$ cat src/rtl/serial_pkg.sv
// Shared types and constants for the serial byte receiver.
// The state enum is also used by benches that observe the debug state output.
package serial_pkg;

  typedef enum logic [1:0] {
    IDLE  = 2'd0,
    START = 2'd1,
    DATA  = 2'd2,
    STOP  = 2'd3
  } rx_state_t;

  localparam logic LINE_IDLE       = 1'b1;
  localparam int   FRAME_DATA_BITS = 8;

endpackage

$ cat src/rtl/bit_sync.sv
// Two-flop synchronizer for a single asynchronous input.
// Both flops reset to RESET_VAL so the synchronized line starts in a known level.
module bit_sync #(
  parameter logic RESET_VAL = 1'b1
) (
  input  logic clk,
  input  logic reset,
  input  logic d,
  output logic q
);

  logic meta;

  always_ff @(posedge clk or posedge reset) begin
    if (reset) begin
      meta <= RESET_VAL;
      q    <= RESET_VAL;
    end else begin
      meta <= d;
      q    <= meta;
    end
  end

endmodule

$ cat src/rtl/serial_byte_receiver.sv
// 8N1 LSB-first serial receiver feeding the byte_memory latch bank.
// data changes only on a good stop bit, on the same edge store rises for one cycle.
module serial_byte_receiver
  import serial_pkg::*;
#(
  parameter int CLKS_PER_BIT = 16,
  parameter int DATA_BITS    = FRAME_DATA_BITS
) (
  input  logic                 clk,
  input  logic                 reset,
  input  logic                 serial_in,
  output logic [DATA_BITS-1:0] data,
  output logic                 store,
  output logic                 busy,
  output logic                 frame_error,
  output rx_state_t            dbg_state
);

  localparam int CNT_W = $clog2(CLKS_PER_BIT);
  localparam logic [CNT_W-1:0] HALF_LAST = CNT_W'(CLKS_PER_BIT / 2 - 1);
  localparam logic [CNT_W-1:0] BIT_LAST  = CNT_W'(CLKS_PER_BIT - 1);
  localparam logic [2:0]       LAST_BIT  = 3'(DATA_BITS - 1);

  // store and frame_error are plain strobes: no ready/back-pressure exists;
  // the consumer must capture data in the cycle store is high.

  logic                 rx;
  rx_state_t            state, state_n;
  logic [CNT_W-1:0]     cnt, cnt_n;
  logic [2:0]           bit_cnt, bit_cnt_n;
  logic [DATA_BITS-1:0] shreg, shreg_n;
  logic [DATA_BITS-1:0] data_n;
  logic                 store_n, ferr_n;

  bit_sync #(.RESET_VAL(LINE_IDLE)) u_sync (
    .clk   (clk),
    .reset (reset),
    .d     (serial_in),
    .q     (rx)
  );

  always_ff @(posedge clk or posedge reset) begin
    if (reset) begin
      state       <= IDLE;
      cnt         <= '0;
      bit_cnt     <= '0;
      shreg       <= '0;
      data        <= '0;
      store       <= 1'b0;
      frame_error <= 1'b0;
    end else begin
      state       <= state_n;
      cnt         <= cnt_n;
      bit_cnt     <= bit_cnt_n;
      shreg       <= shreg_n;
      data        <= data_n;
      store       <= store_n;
      frame_error <= ferr_n;
    end
  end

  always_comb begin
    state_n   = state;
    cnt_n     = cnt + CNT_W'(1);
    bit_cnt_n = bit_cnt;
    shreg_n   = shreg;
    data_n    = data;
    store_n   = 1'b0;
    ferr_n    = 1'b0;
    case (state)
      IDLE: begin
        cnt_n     = '0;
        bit_cnt_n = '0;
        if (rx == 1'b0) state_n = START;
      end
      START: begin
        // A line that is high again by mid start bit was only a glitch.
        if (cnt == HALF_LAST) begin
          cnt_n   = '0;
          state_n = rx ? IDLE : DATA;
        end
      end
      DATA: begin
        if (cnt == BIT_LAST) begin
          cnt_n            = '0;
          shreg_n[bit_cnt] = rx;
          if (bit_cnt == LAST_BIT) begin
            bit_cnt_n = '0;
            state_n   = STOP;
          end else begin
            bit_cnt_n = bit_cnt + 3'd1;
          end
        end
      end
      STOP: begin
        if (cnt == BIT_LAST) begin
          cnt_n   = '0;
          state_n = IDLE;
          if (rx) begin
            data_n  = shreg;
            store_n = 1'b1;
          end else begin
            ferr_n = 1'b1;
          end
        end
      end
      default: begin
        state_n = IDLE;
        cnt_n   = '0;
      end
    endcase
  end

  assign busy      = (state != IDLE);
  assign dbg_state = state;

endmodule

$ cat config.mk
export PLATFORM = sky130hd
export DESIGN_NAME = serial_byte_receiver
export DESIGN_NICKNAME = d
export VERILOG_FILES = /design/src/rtl/serial_pkg.sv /design/src/rtl/bit_sync.sv /design/src/rtl/serial_byte_receiver.sv
export SDC_FILE = /design/constraint.sdc
export NUM_CORES = 1
export LEC_CHECK = 0
export ABC_CLOCK_PERIOD_IN_PS = 1700
export CAP_MARGIN = 20
export CORE_MARGIN = 4
export CORE_UTILIZATION = 54
export DETAILED_ROUTE_END_ITERATION = 12
export GPL_TIMING_DRIVEN = 0
export PLACE_DENSITY = 0.8
export SYNTH_ARGS = -nofsm -noshare
export SYNTH_HDL_FRONTEND = slang
export SYNTH_HIERARCHICAL = 1
export SYNTH_SLANG_ARGS = --single-unit
$ cat constraint.sdc
create_clock -name clk -period 1.7 [get_ports clk]
set_input_delay 0.255 -clock clk [delete_from_list [all_inputs] [get_ports clk]]
set_output_delay 0.255 -clock clk [all_outputs]
set_load 0.1 [all_outputs]
==> flow_metrics.env, run 1 <==
export IMPL_status="complete, but fails checks"
export IMPL_violations="setup timing"
export IMPL_end_kind="primary output"
export IMPL_p_sw_share_pct=39.4
export IMPL_synth_seq_area_share_pct=53.7
export IMPL_ff2ff_path_depth=3
export IMPL_start_kind="register"
export IMPL_cts_sinks=29
export IMPL_crit_type="register to primary output"
export IMPL_grt_pass1_vias=898
export IMPL_num_antenna_cells=0
export IMPL_holdBufCountCts=0
export IMPL_vias=974
export IMPL_synthArstFlopShare_pct=100
export IMPL_yosys_area_top_type="dfrtp_1"
export IMPL_grt_pass1_wl_um=4230
export IMPL_routedWlPerCell_um=16.2
export IMPL_reg2reg_to="shreg[0]$_DFFE_PP0P_"
export IMPL_drtIter0Drc=19
export IMPL_power_switching_mw=0.919
export IMPL_worstPathCellList="buf_8 > nor2_4 > clkinvlp_4 > buf_12"
export IMPL_setup_viol=1
export IMPL_report_final_slew_viol_count=0
export IMPL_critPathBufInv=3
export IMPL_synth_area_mm2=0.00136
export IMPL_synth_edf_count=0
export IMPL_drv_cap=0
export IMPL_period_needed_ps=1710
export IMPL_htreeDepth=2
export IMPL_yosysWarningCount=6
export IMPL_final_antenna_net_count=0
export IMPL_die_h_um=58.1
export IMPL_r2r_start="dbg_state[0]$_DFFE_PP0P_"
export IMPL_worstPathRequired_ps=1440
export IMPL_power_leakage_nw=0.788
export IMPL_syn_area_per_cell_um2=12.4
export IMPL_cts_max_path_buffers=2
export IMPL_slowest_stage="dfrtp_4"
export IMPL_synthFlopType="dfrtp_1"
export IMPL_synthTopCellsByArea="dfrtp_1 (50%), mux2_2 (6.6%), dfstp_2 (3.9%)"
export IMPL_insertion_delay_ps=320
export IMPL_fp_dieW_um=58.1
export IMPL_r2r_slack_ps=90
export IMPL_grt_max_degree=28
export IMPL_drive_above_1_share_pct=40.7
export IMPL_p_int_mw=1.42
export IMPL_skew_ps=4.67
export IMPL_hpwl_um=1740
export IMPL_start_util_pct=59.0
export IMPL_drcViolationCount=0
export IMPL_fp_coreArea_mm2=0.00230
export IMPL_ir_drop_uv=1230
export IMPL_gp_congestion=0.816
export IMPL_slowest_delay_ps=510
export IMPL_cts_tree="done"
export IMPL_path_clk_slew_ps=90
export IMPL_synth_top_area_share_pct=49.8
export IMPL_path_delay_family="flip-flops"
export IMPL_crit_arrival_ps=1450
export IMPL_synth_common_cells="dfrtp_1 (27), mux2_2 (8), o21ai_0 (8), inv_1 (7), nand3_1 (6)"
export IMPL_synth_nets=115
export IMPL_yosysUniqueCellTypes=35
export IMPL_comb_power_share_pct=42.6
export IMPL_power_density_mw_per_mm2=1340
export IMPL_grt_overflow=0
export IMPL_antenna_found_initial=0
export IMPL_core_rowCount=17
export IMPL_synth_most_common_cell="dfrtp_1"
export IMPL_hold_viol_final=0
export IMPL_dieArea_mm2=0.00338
export IMPL_setup_tns_ps=-6.33
export IMPL_via_per_inst=5.80
export IMPL_max_slew_margin_pct=63.5
export IMPL_layout_nets=145
export IMPL_clock_fmax_mhz=586
export IMPL_grt_util_all_layers_pct=17.2
export IMPL_seqPwrFrac_pct=37.1
export IMPL_firstDrtPassIters=4
export IMPL_rsz0062_at_grt="true"
export IMPL_ys_seq_elements=29
export IMPL_cts_root_buf="clkbuf_4"
export IMPL_port_buffers=15
export IMPL_wl_um=2710
export IMPL_clockPowerShare_pct=20.3
export IMPL_max_slew_worst_pin_slew_ps=551
export IMPL_ioPinCount=16
export IMPL_cts_inserted_buffers=5
export IMPL_synthCells=109
export IMPL_fin_ws_ps=-6.33
export IMPL_area_growth_syn_to_layout_pct=28.9
export IMPL_worstPathMaxFanout=4
export IMPL_hp_class="input pin to async pin"
export IMPL_post_route_period_util_pct=100
export IMPL_fin_util_pct=76.1
layout by cell type, fill, tap and decap left out, types with 3 or more instances in the layout:
master	instances
buf_4	8
clkbuf_4	6
clkdlybuf4s15_2	12
dfrtp_1	25
ha_1	3
inv_1	6
mux2_1	4
mux2_2	8
nand3_1	6
nor2b_1	4
nor3_1	3
o21ai_0	8
o31ai_1	4
per-stage QoR:
step	hold slack (ps)	power [mW]	setup slack [ps]	cell area, um^2	std cells
4_1_cts	257	2.18	-77.6	1650	160
6_report	225	2.34	-6.33	1750	168
2_1_floorplan	167	1.54	12.3	1380	109
5_1_grt	231	2.47	-65.4	1750	168
3_5_place_dp	350	1.70	-481	1560	152
3_3_place_gp	348	1.69	-464	1560	152
sequential cells by signal, summed over array words and instances, names as in the netlist, named ones only:
signal       count
store            1
dbg_state        1
data             8
u_sync/meta      1
u_sync/q         1
bit_cnt          3
cnt              4
shreg            8
frame_error      1
final cells by class:
class | instances | area (um^2)
plain buffers | 5 | 52.6
clock buffers | 7 | 65.1
clock inverters | 1 | 5.00
fillers | 142 | 549
inverters | 7 | 30.0
multi-input cells | 68 | 569
flip-flops and latches | 29 | 736
well taps | 28 | 35.0
repair buffers | 23 | 255
power by group through the flow:
stage,combinational [mW],clock (mW),sequential (mW)
2_1_floorplan,0.504,0,1.04
3_3_place_gp,0.809,0,0.879
3_5_place_dp,0.821,0,0.883
4_1_cts,0.822,0.486,0.870
5_1_grt,1.07,0.522,0.882
6_report,0.995,0.475,0.866
worst max path at each step:
stage                                        start  cells past startpoint    to  slack (ps)
after floorplan           dbg_state[0]$_DFFE_PP0P_                      3  busy          10
after global placement    dbg_state[0]$_DFFE_PP0P_                      4  busy        -460
after detailed placement  dbg_state[0]$_DFFE_PP0P_                      4  busy        -480
after CTS                                 register                      4  busy         -80
after global routing      dbg_state[0]$_DFFE_PP0P_                      4  busy         -70
final                     dbg_state[0]$_DFFE_PP0P_                      4  busy          -6
layer usage:
| metal | vias to the layer above | part of all wire, % | global-route usage [%] |
|---|---|---|---|
| met4 | 0 | 2.3 | 8.94 |
| met5 | - | 0 | 0 |
| met3 | 8 | 4.5 | 6.24 |
| met2 | 21 | 50 | 25.5 |
| met1 | 490 | 44 | 22.0 |
| li1 | 455 | - | - |
kinds of logic after synthesis:
kind of cell	share of synthesized area [%]
simple gates	19.6
fa+ha+maj	2.77
buf+inv	5.07
flops	53.7
compound gates	7.57
xor+xnor	1.29
mux	9.96
repair_timing:
item                                    4_1_cts  5_1_grt
buffers inserted                              0        7
gates resized for setup                      43        6
endpoints found under the setup margin       13        3
cloned                                        0        0
pin swaps                                     1        1
(Power assumes the default switching activity.)
==> run 2, diff against run 1 <==
==> constraint.sdc (replaced) <==
create_clock -name clk -period 1.7 [get_ports clk]
set_input_delay 0.34 -clock clk [delete_from_list [all_inputs] [get_ports clk]]
set_output_delay 0.34 -clock clk [all_outputs]
set_load 0.1 [all_outputs]
==> flow_metrics.env, run 2 (synthesis gave the netlist of run 1 again) <==
export IMPL_drive_above_1_share_pct=38.2
export IMPL_cts_max_path_buffers=2
export IMPL_violations="setup timing"
export IMPL_routedWlPerCell_um=14.8
export IMPL_final_antenna_net_count=0
export IMPL_crit_type="register to primary output"
export IMPL_hold_viol_final=0
export IMPL_power_leakage_nw=0.753
export IMPL_max_slew_worst_pin_slew_ps=550
export IMPL_hpwl_um=1710
export IMPL_power_density_mw_per_mm2=1300
export IMPL_rsz0062_at_grt="true"
export IMPL_holdWs_ps=364
export IMPL_instances_no_fill=164
export IMPL_num_antenna_cells=0
export IMPL_core_rowCount=17
export IMPL_port_buffers=15
export IMPL_drcViolationCount=0
export IMPL_grt_overflow=0
export IMPL_cts_root_buf="clkbuf_4"
export IMPL_drv_cap=0
export IMPL_grt_pass1_wl_um=4170
export IMPL_clock_fmax_mhz=571
export IMPL_ioPinCount=16
export IMPL_grt_util_all_layers_pct=16.6
export IMPL_report_final_slew_viol_count=0
export IMPL_hold_depth=0
export IMPL_firstDrtPassIters=4
export IMPL_reg2reg_to="shreg[1]$_DFFE_PP0P_"
export IMPL_ff2ff_path_depth=5
export IMPL_reg_top3="data: 8 flops, shreg: 8 flops, cnt: 4 flops"
export IMPL_r2r_start="cnt[0]$_DFF_PP0_"
export IMPL_dpl_cell_count=152
export IMPL_max_slew_margin_pct=63.5
export IMPL_grt_max_degree=28
export IMPL_r2r_slack_ps=120
export IMPL_via_per_inst=5.62
export IMPL_layout_nets=141
export IMPL_multi_input_area_um2=569
export IMPL_start_kind="register"
export IMPL_setup_viol=1
export IMPL_min_to="u_sync/q$_DFF_PP1_"
export IMPL_cts_sinks=29
export IMPL_power_mw=2.20
export IMPL_cts_tree="done"
export IMPL_grt_pass1_vias=924
export IMPL_post_route_period_util_pct=103
export IMPL_holdBufCountCts=0
export IMPL_fp_coreArea_mm2=0.00230
export IMPL_worstHoldStart="u_sync/meta$_DFF_PP1_"
export IMPL_final_cell_mix="dfrtp_1 (24), clkdlybuf4s15_2 (11), mux2_2 (8), o21ai_0 (8)"
export IMPL_dieArea_mm2=0.00338
export IMPL_final_common_cell="dfrtp_1"
export IMPL_hp_class="register to register"
export IMPL_worstPathRequired_ps=1360
export IMPL_worstPathMaxFanout=4
export IMPL_end_kind="primary output"
export IMPL_seq_area_um2=737
export IMPL_fp_dieW_um=58.1
export IMPL_htreeDepth=2
export IMPL_nFillCells=147
export IMPL_drtIter0Drc=39
export IMPL_gp_congestion=0.811
export IMPL_vias=922
export IMPL_area_growth_syn_to_layout_pct=24.4
export IMPL_setup_tns_ps=-49.9
export IMPL_path_clk_slew_ps=90
export IMPL_status="complete, but fails checks"
export IMPL_wl_um=2430
export IMPL_fin_ws_ps=-49.9
export IMPL_ir_drop_uv=1180
export IMPL_skew_ps=8.61
export IMPL_antenna_found_initial=0
export IMPL_die_h_um=58.1
export IMPL_crit_arrival_ps=1410
export IMPL_period_needed_ps=1750
export IMPL_insertion_delay_ps=320
export IMPL_start_util_pct=59.0
export IMPL_cts_inserted_buffers=5
-- run 2: per-stage QoR --
stage,util (%),worst slack [ps],cell area (um^2)
3_3_place_gp,68.1,-517,1560
5_1_grt,73.4,-92.7,1690
4_1_cts,71.3,-124,1640
6_report,73.4,-49.9,1690
2_1_floorplan,-,-42.5,1380
3_5_place_dp,68.1,-539,1560
-- run 2: routing by layer --
metal  vias to the layer above  GRT usage [%]  part of all wire (%)  wire, um
li1                        448              -                     -         -
met1                       437           20.6                    43      1050
met2                        32           27.4                    49      1200
met3                         5           5.35                   6.0       146
met4                         0           4.97                   1.6        38
met5                         -              0                     0         0
-- run 2: worst max path at each step --
stage                        startpoint    to  slack, ps  depth (start not counted)
6_report                       register  busy        -50                          4
3_3_place_gp                   register  busy       -520                          4
4_1_cts                        register  busy       -120                          4
5_1_grt                        register  busy        -90                          4
2_1_floorplan  dbg_state[0]$_DFFE_PP0P_  busy        -40                          3
3_5_place_dp                   register  busy       -540                          4
-- run 2: cell type report --
cell class / count / share of cell area, %
flip-flops and latches: 29 / 43.7
multi-input cells: 68 / 33.8
plain buffers: 5 / 2.97
inverters: 7 / 1.78
well taps: 28 / 2.08
clock buffers: 8 / 3.49
repair buffers: 19 / 12.2
-- run 2: power by group --
part | internal, mW | leakage (nW) | switching (mW)
Combinational | 0.331 | 0.337 | 0.565
Sequential | 0.788 | 0.383 | 0.0863
Clock | 0.204 | 0.0326 | 0.221
-- run 2: repair_timing --
action                     4_1_cts  5_1_grt
pin swaps                        0        1
gates resized for setup         44        6
buffers inserted                 0        3
setup endpoints to repair       13        3
-- run 2: worst max-delay path: stages, from the launching register on --
cell and delay [ps]:
dfrtp_4 520, buf_8 150, nor2_4 140, clkinvlp_4 120
buf_12 170
==> run 3, diff against run 2 <==
CAP_MARGIN = not set   (was 20)
==> flow_metrics.env, run 3 (synthesis gave the netlist of run 1 again) <==
export IMPL_comb_power_share_pct=40.7
export IMPL_vias=921
export IMPL_ff2ff_path_depth=5
export IMPL_start_kind="register"
export IMPL_drive_above_1_share_pct=37.8
export IMPL_critPathBufInv=3
export IMPL_cp_num_cells=4
export IMPL_final_common_cell="dfrtp_1"
export IMPL_r2r_slack_ps=110
export IMPL_power_mw=2.19
export IMPL_layout_nets=140
export IMPL_antenna_found_initial=0
export IMPL_area_growth_syn_to_layout_pct=23.2
export IMPL_status="complete, but fails checks"
export IMPL_holdWs_ps=364
export IMPL_fp_coreArea_mm2=0.00230
export IMPL_drtIter0Drc=29
export IMPL_dp_slack_ps=-539
export IMPL_wl_um=2400
export IMPL_dpl_cell_count=152
export IMPL_rsz0062_at_grt="true"
export IMPL_max_slew_worst_pin_slew_ps=1010
export IMPL_reg_top3="data: 8 flops, shreg: 8 flops, cnt: 4 flops"
export IMPL_grt_overflow=0
export IMPL_post_route_period_util_pct=103
export IMPL_fin_ws_ps=-52.1
export IMPL_grt_pass1_vias=924
export IMPL_power_leakage_nw=0.745
export IMPL_nFillCells=148
export IMPL_clockPowerShare_pct=19.4
export IMPL_clock_fmax_mhz=571
export IMPL_crit_arrival_ps=1410
export IMPL_cts_sinks=29
export IMPL_final_antenna_net_count=0
export IMPL_num_antenna_cells=0
export IMPL_via_per_inst=5.65
export IMPL_hold_depth=0
export IMPL_start_util_pct=59.0
export IMPL_grt_max_degree=28
export IMPL_power_switching_mw=0.870
export IMPL_seqPwrFrac_pct=39.9
export IMPL_reg2reg_to="shreg[1]$_DFFE_PP0P_"
export IMPL_slowest_stage="dfrtp_4"
export IMPL_cts_root_buf="clkbuf_4"
export IMPL_cts_max_path_buffers=2
export IMPL_final_cell_mix="dfrtp_1 (24), clkdlybuf4s15_2 (11), mux2_2 (8), o21ai_0 (8)"
export IMPL_worstPathCellList="buf_8 > nor2_4 > clkinvlp_4 > buf_12"
export IMPL_holdBufCountCts=0
export IMPL_hpwl_um=1710
export IMPL_gp_congestion=0.811
export IMPL_ioPinCount=16
export IMPL_insertion_delay_ps=320
export IMPL_ir_drop_uv=1180
export IMPL_hold_viol_final=0
export IMPL_die_h_um=58.1
export IMPL_crit_type="register to primary output"
export IMPL_worstHoldStart="u_sync/meta$_DFF_PP1_"
export IMPL_period_needed_ps=1750
export IMPL_core_rowCount=17
export IMPL_p_int_mw=1.32
export IMPL_grt_util_all_layers_pct=16.6
export IMPL_end_kind="primary output"
export IMPL_worstPathMaxFanout=4
export IMPL_path_clk_slew_ps=80
export IMPL_path_delay_family="flip-flops"
export IMPL_grt_pass1_wl_um=4170
export IMPL_r2r_start="cnt[0]$_DFF_PP0_"
export IMPL_slowest_delay_ps=520
export IMPL_routedWlPerCell_um=14.7
export IMPL_setup_tns_ps=-52.1
export IMPL_violations="setup timing"
export IMPL_firstDrtPassIters=4
export IMPL_report_final_slew_viol_count=0
export IMPL_setup_viol=1
export IMPL_p_sw_share_pct=39.7
export IMPL_hp_class="register to register"
export IMPL_min_to="u_sync/q$_DFF_PP1_"
export IMPL_fp_dieW_um=58.1
export IMPL_worstPathRequired_ps=1360
export IMPL_cts_inserted_buffers=5
export IMPL_instances_no_fill=163
export IMPL_max_slew_margin_pct=32.9
export IMPL_port_buffers=15
export IMPL_dieArea_mm2=0.00338
export IMPL_power_density_mw_per_mm2=1310
export IMPL_drv_cap=0
export IMPL_drcViolationCount=0
export IMPL_htreeDepth=2
export IMPL_skew_ps=8.45
export IMPL_cts_tree="done"
## run 3: worst reg2reg max path: cells and delay by family (launching register included)
family,cells,cell delay [ps]
adder cells (fa/ha/maj),1,180
flip-flops,1,380
AND/OR/NAND/NOR,2,350
multiplexers,1,340
buffers and inverters,1,220
## run 3: how the worst max path moves through the flow
stage / slack (ps) / end / from
after floorplan: -40 / busy / dbg_state[0]$_DFFE_PP0P_
after global placement: -520 / busy / register
after detailed placement: -540 / busy / register
after CTS: -120 / busy / register
after global routing: -90 / busy / register
final: -50 / busy / register
## run 3: through the flow
stage | utilization, % | area (um^2)
2_1_floorplan | - | 1380
3_3_place_gp | 68.1 | 1560
3_5_place_dp | 68.1 | 1560
4_1_cts | 71.3 | 1640
5_1_grt | 72.8 | 1670
6_report | 72.8 | 1670
## run 3: power groups by stage
stage	clock [mW]	sequential [mW]	combinational, mW
final	0.424	0.874	0.892
after global routing	0.474	0.884	0.965
after CTS	0.437	0.873	0.831
after detailed placement	0	0.887	0.832
after global placement	0	0.882	0.810
after floorplan	0	1.04	0.510
## run 3: area by class of cell
cell class	instances	area, um^2	share of cell area [%]
well taps	28	35.0	2.10
plain buffers	5	50.0	2.99
inverters	7	30.0	1.80
clock buffers	8	58.8	3.52
repair buffers	18	191	11.5
multi-input cells	68	569	34.1
flip-flops and latches	29	737	44.1
## run 3: layer usage
metal	vias up	global-route usage [%]	part of all wire (%)
li1	451	-	-
met3	2	5.35	6.5
met1	437	20.6	42
met4	0	4.97	0.71
met5	-	0	0
met2	31	27.4	50
## run 3: what timing repair did
action	CTS	global route
setup buffers	0	3
gates cloned	0	0
pin swaps	0	1
setup endpoints to repair	13	3
resized for setup	44	6
